**config.mk**
```make
export PLATFORM = sky130hd
export DESIGN_NAME = demux_route
export DESIGN_NICKNAME = d
export VERILOG_FILES = /design/src/rtl/demux_route.sv
export SDC_FILE = /design/constraint.sdc
export NUM_CORES = 1
export LEC_CHECK = 0
export BUFFER_PORTS_ARGS = -buffer_cell sky130_fd_sc_hd__buf_2
export CORE_AREA = 8 8 55 103
export DETAILED_ROUTE_END_ITERATION = 12
export DIE_AREA = 0 0 63 111
export MAX_ROUTING_LAYER = met4
export PLACE_DENSITY = 0.84
export SYNTH_ARGS = -nofsm -noshare
export SYNTH_HDL_FRONTEND = slang
export SYNTH_SLANG_ARGS = --single-unit
```
**constraint.sdc**
```tcl
create_clock -name clk -period 5.1 [get_ports clk]
set_clock_uncertainty 0.05 [all_clocks]
set_input_delay 0.255 -clock clk [delete_from_list [all_inputs] [get_ports clk]]
set_output_delay 0.255 -clock clk [all_outputs]
set_load 0.005 [all_outputs]
```
**src/rtl/demux_route.sv**
```systemverilog
// demux_route: registered 1-to-2 demultiplexer.
// A single source value is steered to one of two destinations. Each destination
// owns a 2-entry FIFO with a valid/ready handshake, so backpressure on one
// destination never stalls traffic bound for the other. Each destination also
// has an 8-bit delivery counter that wraps silently.
module demux_route #(
    parameter int WIDTH = 8,
    parameter int DEPTH = 2
) (
    input  logic             clk,
    input  logic             rst_n,
    input  logic             in_sel,
    input  logic [WIDTH-1:0] in_data,
    input  logic             in_valid,
    output logic             in_ready,
    output logic [WIDTH-1:0] out0_data,
    output logic             out0_valid,
    input  logic             out0_ready,
    output logic [WIDTH-1:0] out1_data,
    output logic             out1_valid,
    input  logic             out1_ready,
    output logic [7:0]       cnt0,
    output logic [7:0]       cnt1
);

    // The buffer is a two-slot shift structure, so DEPTH is only meaningful at 2.
    localparam logic [1:0] FULL_OCC = 2'(DEPTH);

    // Per-destination occupancy (0, 1 or 2) plus head and second slot.
    // The head slot drives the output port directly, so a new item is
    // visible the cycle after it is accepted and never bypasses.
    logic [1:0]       occ0;
    logic [1:0]       occ1;
    logic [WIDTH-1:0] head0;
    logic [WIDTH-1:0] tail0;
    logic [WIDTH-1:0] head1;
    logic [WIDTH-1:0] tail1;

    logic full0;
    logic full1;
    logic push0;
    logic push1;
    logic pop0;
    logic pop1;

    assign full0 = (occ0 == FULL_OCC);
    assign full1 = (occ1 == FULL_OCC);

    // Readiness looks only at fullness: a full buffer refuses a push even when
    // its head is being consumed in the same cycle.
    assign in_ready = in_sel ? !full1 : !full0;

    assign push0 = in_valid && in_ready && !in_sel;
    assign push1 = in_valid && in_ready && in_sel;

    assign out0_valid = (occ0 != 2'd0);
    assign out1_valid = (occ1 != 2'd0);
    assign out0_data  = head0;
    assign out1_data  = head1;

    assign pop0 = out0_valid && out0_ready;
    assign pop1 = out1_valid && out1_ready;

    // Destination 0 buffer: push fills the first free slot, pop shifts the
    // second slot forward; push and pop together only happen at occupancy 1.
    always_ff @(posedge clk or negedge rst_n) begin
        if (!rst_n) begin
            occ0  <= 2'd0;
            head0 <= '0;
            tail0 <= '0;
        end else begin
            case ({push0, pop0})
                2'b10: begin
                    if (occ0 == 2'd0) begin
                        head0 <= in_data;
                        occ0  <= 2'd1;
                    end else begin
                        tail0 <= in_data;
                        occ0  <= 2'd2;
                    end
                end
                2'b01: begin
                    if (occ0 == 2'd2) begin
                        head0 <= tail0;
                    end
                    occ0 <= occ0 - 2'd1;
                end
                2'b11: begin
                    head0 <= in_data;
                end
                default: begin
                end
            endcase
        end
    end

    // Destination 1 buffer: same structure as destination 0.
    always_ff @(posedge clk or negedge rst_n) begin
        if (!rst_n) begin
            occ1  <= 2'd0;
            head1 <= '0;
            tail1 <= '0;
        end else begin
            case ({push1, pop1})
                2'b10: begin
                    if (occ1 == 2'd0) begin
                        head1 <= in_data;
                        occ1  <= 2'd1;
                    end else begin
                        tail1 <= in_data;
                        occ1  <= 2'd2;
                    end
                end
                2'b01: begin
                    if (occ1 == 2'd2) begin
                        head1 <= tail1;
                    end
                    occ1 <= occ1 - 2'd1;
                end
                2'b11: begin
                    head1 <= in_data;
                end
                default: begin
                end
            endcase
        end
    end

    // Delivery counters: one increment per completed output handshake, wrapping.
    always_ff @(posedge clk or negedge rst_n) begin
        if (!rst_n) begin
            cnt0 <= 8'd0;
            cnt1 <= 8'd0;
        end else begin
            if (pop0) begin
                cnt0 <= cnt0 + 8'd1;
            end
            if (pop1) begin
                cnt1 <= cnt1 + 8'd1;
            end
        end
    end

endmodule

```
Word-level counts from Yosys, hierarchy flattened
Cells that the tools add are included.
{"block": "totals", "regBits": 52, "latch_bits": 0, "ram_bits": 0, "rom_bits": 0, "in_bits": 14, "output_inout_bits": 35, "word_cells": 57, "memories": 0}
{"block": "op_classes", "addsub": 4, "n_mul": 0, "div_mod_pow": 0, "n_lt_le_gt_ge": 0, "n_eq_ne": 12, "shift": 0, "mux": 11, "bitwise": 2, "n_reduce_logical": 20}
{"operator": "$pmux 8 s3", "count": 2}
{"operator": "$mux 8", "count": 4}
{"operator": "$add 8x1->8 const B", "count": 2}
{"operator": "$eq 2x2->1 const B", "count": 6}
{"operator": "$ne 2x2->1 const B", "count": 4}
{"operator": "$pmux 2 s2", "count": 2}
{"operator": "$reduce_bool 2->1", "count": 4}
{"operator": "$reduce_and 3->1", "count": 2}
{"operator": "$reduce_bool 3->1", "count": 2}
{"operator": "$logic_and 1x1->1", "count": 5}
{"operator": "$eq 2x1->1 const B", "count": 2}
{"operator": "$logic_not 2->1", "count": 2}
{"operator": "$mux 2", "count": 2}
{"operator": "$reduce_and 2->1", "count": 2}
{"operator": "$sub 2x1->2 const B", "count": 2}
{"operator": "$logic_not 1->1", "count": 3}
{"operator": "$not 1->1", "count": 2}
{"operator": "$mux 1", "count": 1}

Depth between registers and ports, before layout
Gate-level depths: netlist of the first run.
{"block": "logic_depth", "depth_word": 8, "ltp_mapped": 10, "depth_no_buf": 8}

Worst setup path after synthesis of the first run
No wires, ideal clock.
{"block": "synth_timing", "path_type": "reg-to-reg", "start": "reg occ0[0]", "end": "reg head0[0], in the netlist out0_data[0]", "setup_time_ns": 0.125, "arrival_time_ns": 2.132, "t_required_ns": 4.925, "setup_slack_ns": 2.793, "path_stages_with_launch": 9, "path_buffers": 1, "period_less_slack_ns": 2.307, "path_cell_list": "dfrtp_1 inv_1 ha_1 or2b_4 inv_2 ha_1 clkbuf_1 mux2_2 mux2_2"}
{"block": "synth_between", "elab_cells_between_ends": 16, "cone_classes": "eq/ne (6); mux (2); reduce/logical (8)"}
{"element": "from (decl)", "line_no": "32", "text": "logic [1:0] occ0;"}
{"element": "from (signal assigned)", "line_no": "86", "text": "occ0 <= occ0 - 2'd1;"}
{"element": "$reduce_bool 2->1 (*)", "line_no": "56", "text": "assign out0_valid = (occ0 != 2'd0);"}
{"element": "$logic_and 1x1->1 (*)", "line_no": "61", "text": "assign pop0 = out0_valid && out0_ready;"}
{"element": "named net pop0", "line_no": "43", "text": "logic pop0;"}
{"element": "$eq 2x2->1 / $eq 2x1->1 (equally long branches)", "line_no": "72", "text": "case ({push0, pop0})"}
{"element": "$ne 2x2->1 (no line) / $reduce_bool 3->1 (equally long branches)"}
{"element": "$reduce_and 3->1 (no line)"}
{"element": "to (signal assigned)", "line_no": "75", "text": "head0 <= in_data;"}
{"element": "to (signal assigned)", "line_no": "84", "text": "head0 <= tail0;"}
{"element": "to (signal assigned)", "line_no": "89", "text": "head0 <= in_data;"}
{"element": "to (decl)", "line_no": "34", "text": "logic [WIDTH-1:0] head0;"}
Mark *: on every way through the listed nets, which the timed path passes. The rest lies on a longest branch.
A chain may end at the register's enable or synchronous reset.

Worst setup path in the final report of the first run
{"block": "layout_timing", "start": "reg occ0[0]", "end": "reg head0[4], in the netlist out0_data[4]"}
The elaborated chain is that of the path after synthesis.

==> results of run 1 <==
## sequential cells by signal, summed over array words and instances, names as in the netlist
register and count:
out0_data 8, occ1 2, cnt0 8, tail0 8
cnt1 8, occ0 2, out1_data 8, tail1 8
## worst max-delay path, delay by kind of cell, from the launching register on
| kind | cells | cell delay (ps) |
|---|---|---|
| compound gates | 1 | 530 |
| fa+ha+maj | 2 | 720 |
| buf+inv | 3 | 390 |
| flops | 1 | 380 |
| mux | 1 | 400 |
| simple gates | 1 | 300 |
## where the power goes
group	switching, mW	leakage, nW	total [mW]	internal, mW
clock network	0.137	0.0541	0.282	0.145
logic	0.293	0.689	0.672	0.379
registers	0.131	0.628	0.735	0.604
## worst max path at each step
stage          slack (ps)           end
2_1_floorplan        2790  out0_data[0]
3_3_place_gp         2370  out0_data[6]
3_5_place_dp         2270  out0_data[4]
4_1_cts              2210  out0_data[4]
5_1_grt              2040  out0_data[1]
6_report             2210  out0_data[4]
## layer usage
| layer | up-vias | part of all wire [%] | GRT usage, % |
|---|---|---|---|
| met5 | - | 0 | - |
| met4 | 0 | 2.2 | 6.595 |
| met3 | 8 | 4.3 | 3.543 |
| met2 | 42 | 54 | 25.67 |
| met1 | 766 | 39 | 15.83 |
| li1 | 755 | - | - |
## through the flow
step           worst slack [ps]  util, %  hold WS (ps)  cells
6_report                   2215    66.74        -6.811    295
3_5_place_dp               2274    64.15         355.5    287
2_1_floorplan              2793        -        -90.59    187
5_1_grt                    2037    66.74         43.19    295
3_3_place_gp               2372    64.15         348.9    287
4_1_cts                    2214    66.74         12.07    295
## synthesized netlist by cell type
master	instances
a211oi_1	1
nor2_1	4
xor2_1	2
nand3_1	1
o21ai_0	2
ha_1	10
nand2_1	12
nand4_1	7
a21oi_1	2
nand2b_1	2
dfrtp_1	52
mux2_2	48
and4b_1	1
nor2b_1	2
and3_1	1
clkbuf_1	3
a21boi_0	1
and3b_2	1
o22ai_2	1
a21o_1	1
xnor2_1	12
inv_1	11
inv_2	1
nor3_1	1
a221oi_4	1
nand3b_1	3
mux2i_1	1
or2b_4	1
or3b_2	1
o31ai_1	1
## area by class of cell
| type | count | area (um2) |
|---|---|---|
| inverters | 12 | 45.04 |
| clock buffers | 5 | 68.82 |
| repair buffers | 49 | 247.7 |
| clock inverters | 3 | 42.54 |
| flip-flops and latches | 52 | 1301 |
| well taps | 54 | 67.56 |
| fillers | 355 | 1429 |
| multi-input cells | 120 | 1095 |
## cells by family (layout without fill, tap and decap cells)
group	Yosys count	after routing	synth area share, %
flip-flops	52	52	53.06
AND/OR/NAND/NOR	37	37	8.469
multiplexers	49	49	22.45
AO/OA/AOI/OAI	10	10	3.623
adder cells (fa/ha/maj)	10	10	5.102
buffers and inverters	15	69	2.296
XOR/XNOR	14	14	5.000
==> results_dict.tcl, run 1 <==
set metrics [dict create \
    cp.arrival_ps 3030 \
    cts_buffer_depth 2 \
    final_cell_mix "dfrtp_1, mux2_2, buf_2" \
    grt_overflow 0 \
    insertion_delay_ps 310 \
    crit_type "reg2reg" \
    port_buffers 48 \
    syn_area_per_cell_um2 13.11 \
    cap_violations 0 \
    rsz0062_at_grt "false" \
    drive_above_1_share_pct 46.06 \
    reg2reg_slack_ps 2210 \
    wl_per_cell_um 16.42 \
    dieArea_mm2 0.006993 \
    maxSlewViolCount 0 \
    drt_first_pass_iters 4 \
    synth_area_leader_cell "dfrtp_1" \
    via_per_inst 5.325 \
    cts_root_buf "clkbuf_8" \
    slew_headroom_pct 57.63 \
    ff2ff_path_depth 8 \
    ys_warn_count 0 \
    grt_pass1_wl_um 8259 \
    cts_hold_buf 0 \
    finalInstanceArea_mm2 0.002868 \
    final_common_cell "dfrtp_1" \
    hpwl_um 3596 \
    endpoint_kind "flop" \
    hold_violations 13 \
    die_width_um 63 \
    status "finished with violations" \
    die_h_um 111 \
    tns_ps 0 \
    cts_tree "yes" \
    drc 0 \
    cp-start-kind "flop" \
    synth_seq_area_share_pct 53.06 \
    netlist.area_leader.share_pct 53.06 \
    fin_crit_sh_pct 56.58 \
    cpPeakStageDelay_ps 530 \
    cts_max_level 2 \
    whs_ps -6.811 \
    antenna_left 0 \
    grt_max_degree 53 \
    cp-startpoint "occ0[0]" \
    violations "hold timing" \
    slowest_stage "a221oi_4" \
    critPathRequiredTime_ps 5250 \
    grt_pass1_vias 1721 \
    syn-cell-area_mm2 0.002452 \
    placed_area_mm2 0.002756 \
    cts_sinks 52 \
    postCtsResizedCells 0 \
    crit_fanout 12 \
    synth.distinct_cells 30 \
    postCtsSetupRepairBufs 0 \
    antenna_found_initial 0 \
    yosys-top-cells-area "dfrtp_1, mux2_2, ha_1" \
    peakVddDrop_mv 0.4053 \
    num_antenna_cells 0 \
    p_per_area_mw_per_mm2 589.2 \
    r2r-start "occ0[0]" \
    vias 1571 \
    power_mw 1.690 \
    finalWirelength_um 4844 \
    fmax_mhz 346.6 \
    r2r-end "out0_data[4]" \
    syn2layout_area_growth_pct 16.94 \
    final-setup-viol-count 0 \
    initial_utilization_pct 57.08 \
    track_usage_pct 15.01 \
    core_mm2 0.004297 \
    cts_buffers 5 \
    initialDrtViolationCount 36 \
    leakage_nw 1.370 \
    path_cells "inv_1, ha_1, or2b_4, inv_2, ha_1, inv_1, a221oi_4, mux2_2" \
    rows 34 \
    tightest_slew_ps 635.5 \
    min_period_ps 2885 \
    synthesis.instances 187 \
    synth_fp_nets 211 \
    ys_seq_elements 52 \
    hold_path.class "in2async" \
    layout.nets 264 \
    gp_congestion 0.8335 \
    path_clk_slew_ps 90 \
    io-pin-count 49 \
]
Note: power is estimated with default switching activity, not from simulation.
==> run 2: changes to the inputs <==
CORE_AREA = 8 8 57 107   (was 8 8 55 103)
DIE_AREA = 0 0 65 115   (was 0 0 63 111)
PLACE_DENSITY = 0.78   (was 0.84)
clock period = 2.67 ns   (was 5.1 ns; I/O delays follow)
==> run 2 against run 1 <==
  * The run now ends clean
  * Critical endpoint unchanged
  * Utilization fell by 5.0 points
  * Design area rose by 1.8%
  * Non-clock buffer count rose by 7
  * Highest routed layer unchanged
==> results_dict.tcl, run 2 (same netlist as run 1, synthesis figures left out) <==
set metrics [dict create \
    slowest_stage "dfrtp_1" \
    path_clk_slew_ps 100 \
    cts_buffers 5 \
    critPathBufInv 4 \
    insertion_delay_ps 310 \
    tightest_slew_ps 755.5 \
    drc 0 \
    crit_fanout 8 \
    cp-start-kind "flop" \
    layout.nets 271 \
    peakVddDrop_mv 0.7544 \
    hold_violations 0 \
    grt_pass1_vias 1748 \
    cts_tree "yes" \
    gp_congestion 0.8291 \
    leakage_nw 1.402 \
    cpPeakStageDelay_ps 370 \
    syn2layout_area_growth_pct 19.03 \
    cp.arrival_ps 2580 \
    endpoint_kind "flop" \
    via_per_inst 5.296 \
    final_common_cell "dfrtp_1" \
    multiInputGateArea_mm2 0.001095 \
    whs_ps 59.57 \
    wl_per_cell_um 16.61 \
    port_buffers 48 \
    finalWirelength_um 5049 \
    cts_root_buf "clkbuf_8" \
    slew_headroom_pct 49.63 \
    min_period_ps 2435 \
    critPathRequiredTime_ps 2810 \
    crit_type "reg2reg" \
    die_h_um 115 \
    fill_cells 395 \
    p_per_area_mw_per_mm2 1109 \
    rows 36 \
    dieArea_mm2 0.007475 \
    grt_overflow 0 \
    cts_max_level 2 \
    antenna_found_initial 0 \
    tns_ps 0 \
    track_usage_pct 14.79 \
    status "complete, no violations" \
    hold_path.class "in2reg" \
    regArea_mm2 0.001301 \
    initial_utilization_pct 51.85 \
    cts_buffer_depth 2 \
    maxSlewViolCount 0 \
    vias 1610 \
    final-setup-viol-count 0 \
    fmax_mhz 410.6 \
    fin_crit_sh_pct 91.21 \
    path_cells "inv_1, ha_1, or2b_4, inv_2, ha_1, inv_1, a221oi_4, buf_12, mux2_2" \
    core_mm2 0.004730 \
    rsz0062_at_grt "false" \
    drt_first_pass_iters 4 \
    initialDrtViolationCount 61 \
    postCtsResizedCells 0 \
    hpwl_um 3840 \
    antenna_left 0 \
    num_antenna_cells 0 \
    critPathTopFamily "adder cells" \
    grt_pass1_wl_um 8404 \
    drive_above_1_share_pct 46.96 \
    io-pin-count 49 \
    grt_max_degree 34 \
    die_width_um 65 \
    final_cell_mix "dfrtp_1, mux2_2, buf_2" \
    cap_violations 0 \
    cts_sinks 52 \
]
[run 2: cell count changes in the layout (fill, tap and decap cells not counted), sizes merged]
cell         change
buf              +6
bufinv           -1
clkbuf           +1
clkinvlp         -1
dlygate4sd3      +1
[run 2: stage by stage]
stage                     cells  worst slack, ps  area, um2  utilization (%)  power (mW)
after floorplan             187            363.0       2452                -       2.247
after global placement      295            273.1       2798            59.15       2.685
after detailed placement    295            164.5       2798            59.15       2.769
after CTS                   303            119.8       2899            61.30       3.239
after global routing        304            94.19       2919            61.72       3.484
final                       304            234.6       2919            61.72       3.237
[run 2: worst register-to-register path, delay by kind of cell, from the launching register on]
kind	cells	cell delay, ps
AOI/OAI and AO/OA	1	300
adders and majority gates	2	510
buffers and inverters	4	470
DFF	1	370
muxes	1	330
and+or+nand+nor	1	290
[run 2: final cells by class]
class | count | area share (%)
clock buffers | 6 | 2.829
clock inverters | 1 | 0.3000
inverters | 12 | 1.543
multi-input cells | 120 | 37.51
flip-flops and latches | 52 | 44.58
well taps | 57 | 2.443
repair buffers | 56 | 10.80
[run 2: what timing repair did]
item / 4_1_cts / 5_1_grt
buffers inserted: 0 / 1
hold buffers: 1 / 0
endpoints found under the hold margin: 31 / 0
endpoints found under the setup margin: 0 / 8
[run 2: routing by layer]
metal | part of all wire [%] | track usage, %
met1 | 41 | 16.35
met2 | 52 | 24.23
met3 | 5.0 | 4.098
met4 | 1.9 | 6.305
met5 | 0 | -
[run 2: path summary, 6_finish.rpt]
check / slack, ps / start / cells past startpoint / to
min in group asynchronous: 370 / rst_n / 2 / cnt1[5]
max in group asynchronous: 1540 / rst_n / 3 / out1_data[5]
hold reg to reg: 420 / cnt0[7] / 1 / cnt0[7]
hold / removal: 60 / in_data[1] / 2 / tail0[1]
setup / recovery: 230 / occ0[0] / 9 / out0_data[4]
setup reg to reg: 230 / occ0[0] / 9 / out0_data[4]
[run 2: power breakdown]
group / switching (mW) / internal, mW
registers: 0.251 / 1.15
logic: 0.584 / 0.783
clock network: 0.258 / 0.207
==> run 3: changes to the inputs <==
BUFFER_PORTS_ARGS = -buffer_cell sky130_fd_sc_hd__clkbuf_2   (was -buffer_cell sky130_fd_sc_hd__buf_2)
==> run 3 against run 2 <==
  * Fmax up 0.27%
  * Combinational power is essentially flat
  * First-iteration DRC count up 23%
  * Wire length shrank 1.7%
  * Global-route usage decreased by 0.28 points
  * Cell count increased by 0.33%
  * Register-to-register slack hardly changed
  * Via count is 0.75% higher
  * Largest power group unchanged
==> results_dict.tcl, run 3 (same netlist as run 1, synthesis figures left out) <==
set metrics [dict create \
    grt_pass1_wl_um 8362 \
    cts_buffers 5 \
    cts_buffer_depth 2 \
    status "complete, no violations" \
    finalInstanceArea_mm2 0.002943 \
    cp.arrival_ps 2580 \
    hold_violations 0 \
    leakage_nw 1.414 \
    dieArea_mm2 0.007475 \
    core_mm2 0.004730 \
    crit_fanout 8 \
    insertion_delay_ps 310 \
    final-setup-viol-count 0 \
    endpoint_kind "flop" \
    finalWirelength_um 4963 \
    peakVddDrop_mv 0.7917 \
    cp-start-kind "flop" \
    die_h_um 115 \
    whs_ps 64.51 \
    port_buffers 48 \
    maxSlewViolCount 0 \
    initialDrtViolationCount 75 \
    critPathRequiredTime_ps 2820 \
    cts_tree "yes" \
    path_clk_slew_ps 100 \
    slew_headroom_pct 58.55 \
    cts_sinks 52 \
    num_antenna_cells 0 \
    regArea_mm2 0.001301 \
    cap_violations 0 \
    crit_type "reg2reg" \
    gp_congestion 0.8293 \
    cts_root_buf "clkbuf_8" \
    grt_max_degree 26 \
    track_usage_pct 14.51 \
    cts_max_level 2 \
    multiInputGateArea_mm2 0.001095 \
    io-pin-count 49 \
    final_cell_mix "dfrtp_1, mux2_2, clkbuf_2" \
    initial_utilization_pct 51.85 \
    tightest_slew_ps 621.7 \
    hpwl_um 3872 \
    fin_crit_sh_pct 90.97 \
    grt_pass1_vias 1741 \
    rsz0062_at_grt "false" \
    drc 0 \
    antenna_found_initial 0 \
    drt_first_pass_iters 4 \
    grt_overflow 0 \
    fill_cells 397 \
    drive_above_1_share_pct 47.18 \
    min_period_ps 2429 \
    wl_per_cell_um 16.27 \
    syn2layout_area_growth_pct 20.00 \
    p_per_area_mw_per_mm2 1131 \
    rows 36 \
    antenna_left 0 \
    vias 1622 \
    tns_ps 0 \
    hold_path.class "in2reg" \
    via_per_inst 5.318 \
    die_width_um 65 \
    fmax_mhz 411.7 \
    postCtsResizedCells 0 \
    layout.nets 271 \
    placed_area_mm2 0.002798 \
    final_common_cell "dfrtp_1" \
]
run 3: cell types whose count changed in the layout (fill, tap and decap cells not counted):
cell	delta
inv_6	+1
bufinv_16	+1
clkbuf_8	-1
buf_2	-48
clkinv_4	-1
clkinvlp_4	+1
clkbuf_2	+48
run 3: what timing repair did:
| item | CTS | global route |
|---|---|---|
| hold endpoints to repair | 23 | 0 |
| setup endpoints to repair | 0 | 7 |
| setup buffers | 0 | 1 |
| hold buffers | 1 | 0 |
run 3: critical path, stage by stage, from the launching register on:
cell and delay (ps):
dfrtp_1 380, inv_1 70, ha_1 260, or2b_4 300, inv_2 130, ha_1 250, inv_1 90, a221oi_4 300
buf_12 160, mux2_2 330
run 3: cell type report:
type                    instances  area share, %
flip-flops and latches         52          44.22
multi-input cells             120          37.20
repair buffers                 56          10.71
well taps                      57          2.423
clock buffers                   5          2.338
clock inverters                 3          1.573
inverters                      12          1.531
run 3: path summary, 6_finish.rpt:
kind,from,end,slack (ps),cells after the start
worst min register to register,cnt0[7],cnt0[7],430,1
worst max register to register,occ0[0],out0_data[4],240,9
worst max-delay path,occ0[0],out0_data[4],240,9
max in group asynchronous,rst_n,cnt0[6],1600,3
worst min-delay path,in_data[2],tail1[2],60,2
min in group asynchronous,rst_n,cnt1[2],310,2
run 3: through the flow:
step	power, mW	utilization [%]	setup WS [ps]	std cells
finish	3.329	62.22	241.1	305
global route	3.574	62.22	118.9	305
CTS	3.342	61.80	121.5	304
detailed placement	2.776	59.15	182.4	295
global placement	2.691	59.15	272.5	295
floorplan	2.247	-	363.0	187
run 3: per-layer routing:
metal,vias up,part of all wire (%),track usage (%)
met5,-,0,-
met4,0,1.6,4.839
met3,6,4.6,4.195
met2,35,52,24.30
met1,808,41,16.01
li1,773,-,-
run 3: power breakdown:
part | switching, mW | total, mW | internal [mW]
combinational | 0.583 | 1.36 | 0.780
sequential | 0.260 | 1.41 | 1.15
clock | 0.270 | 0.552 | 0.282
total | 1.11 | 3.33 | 2.22
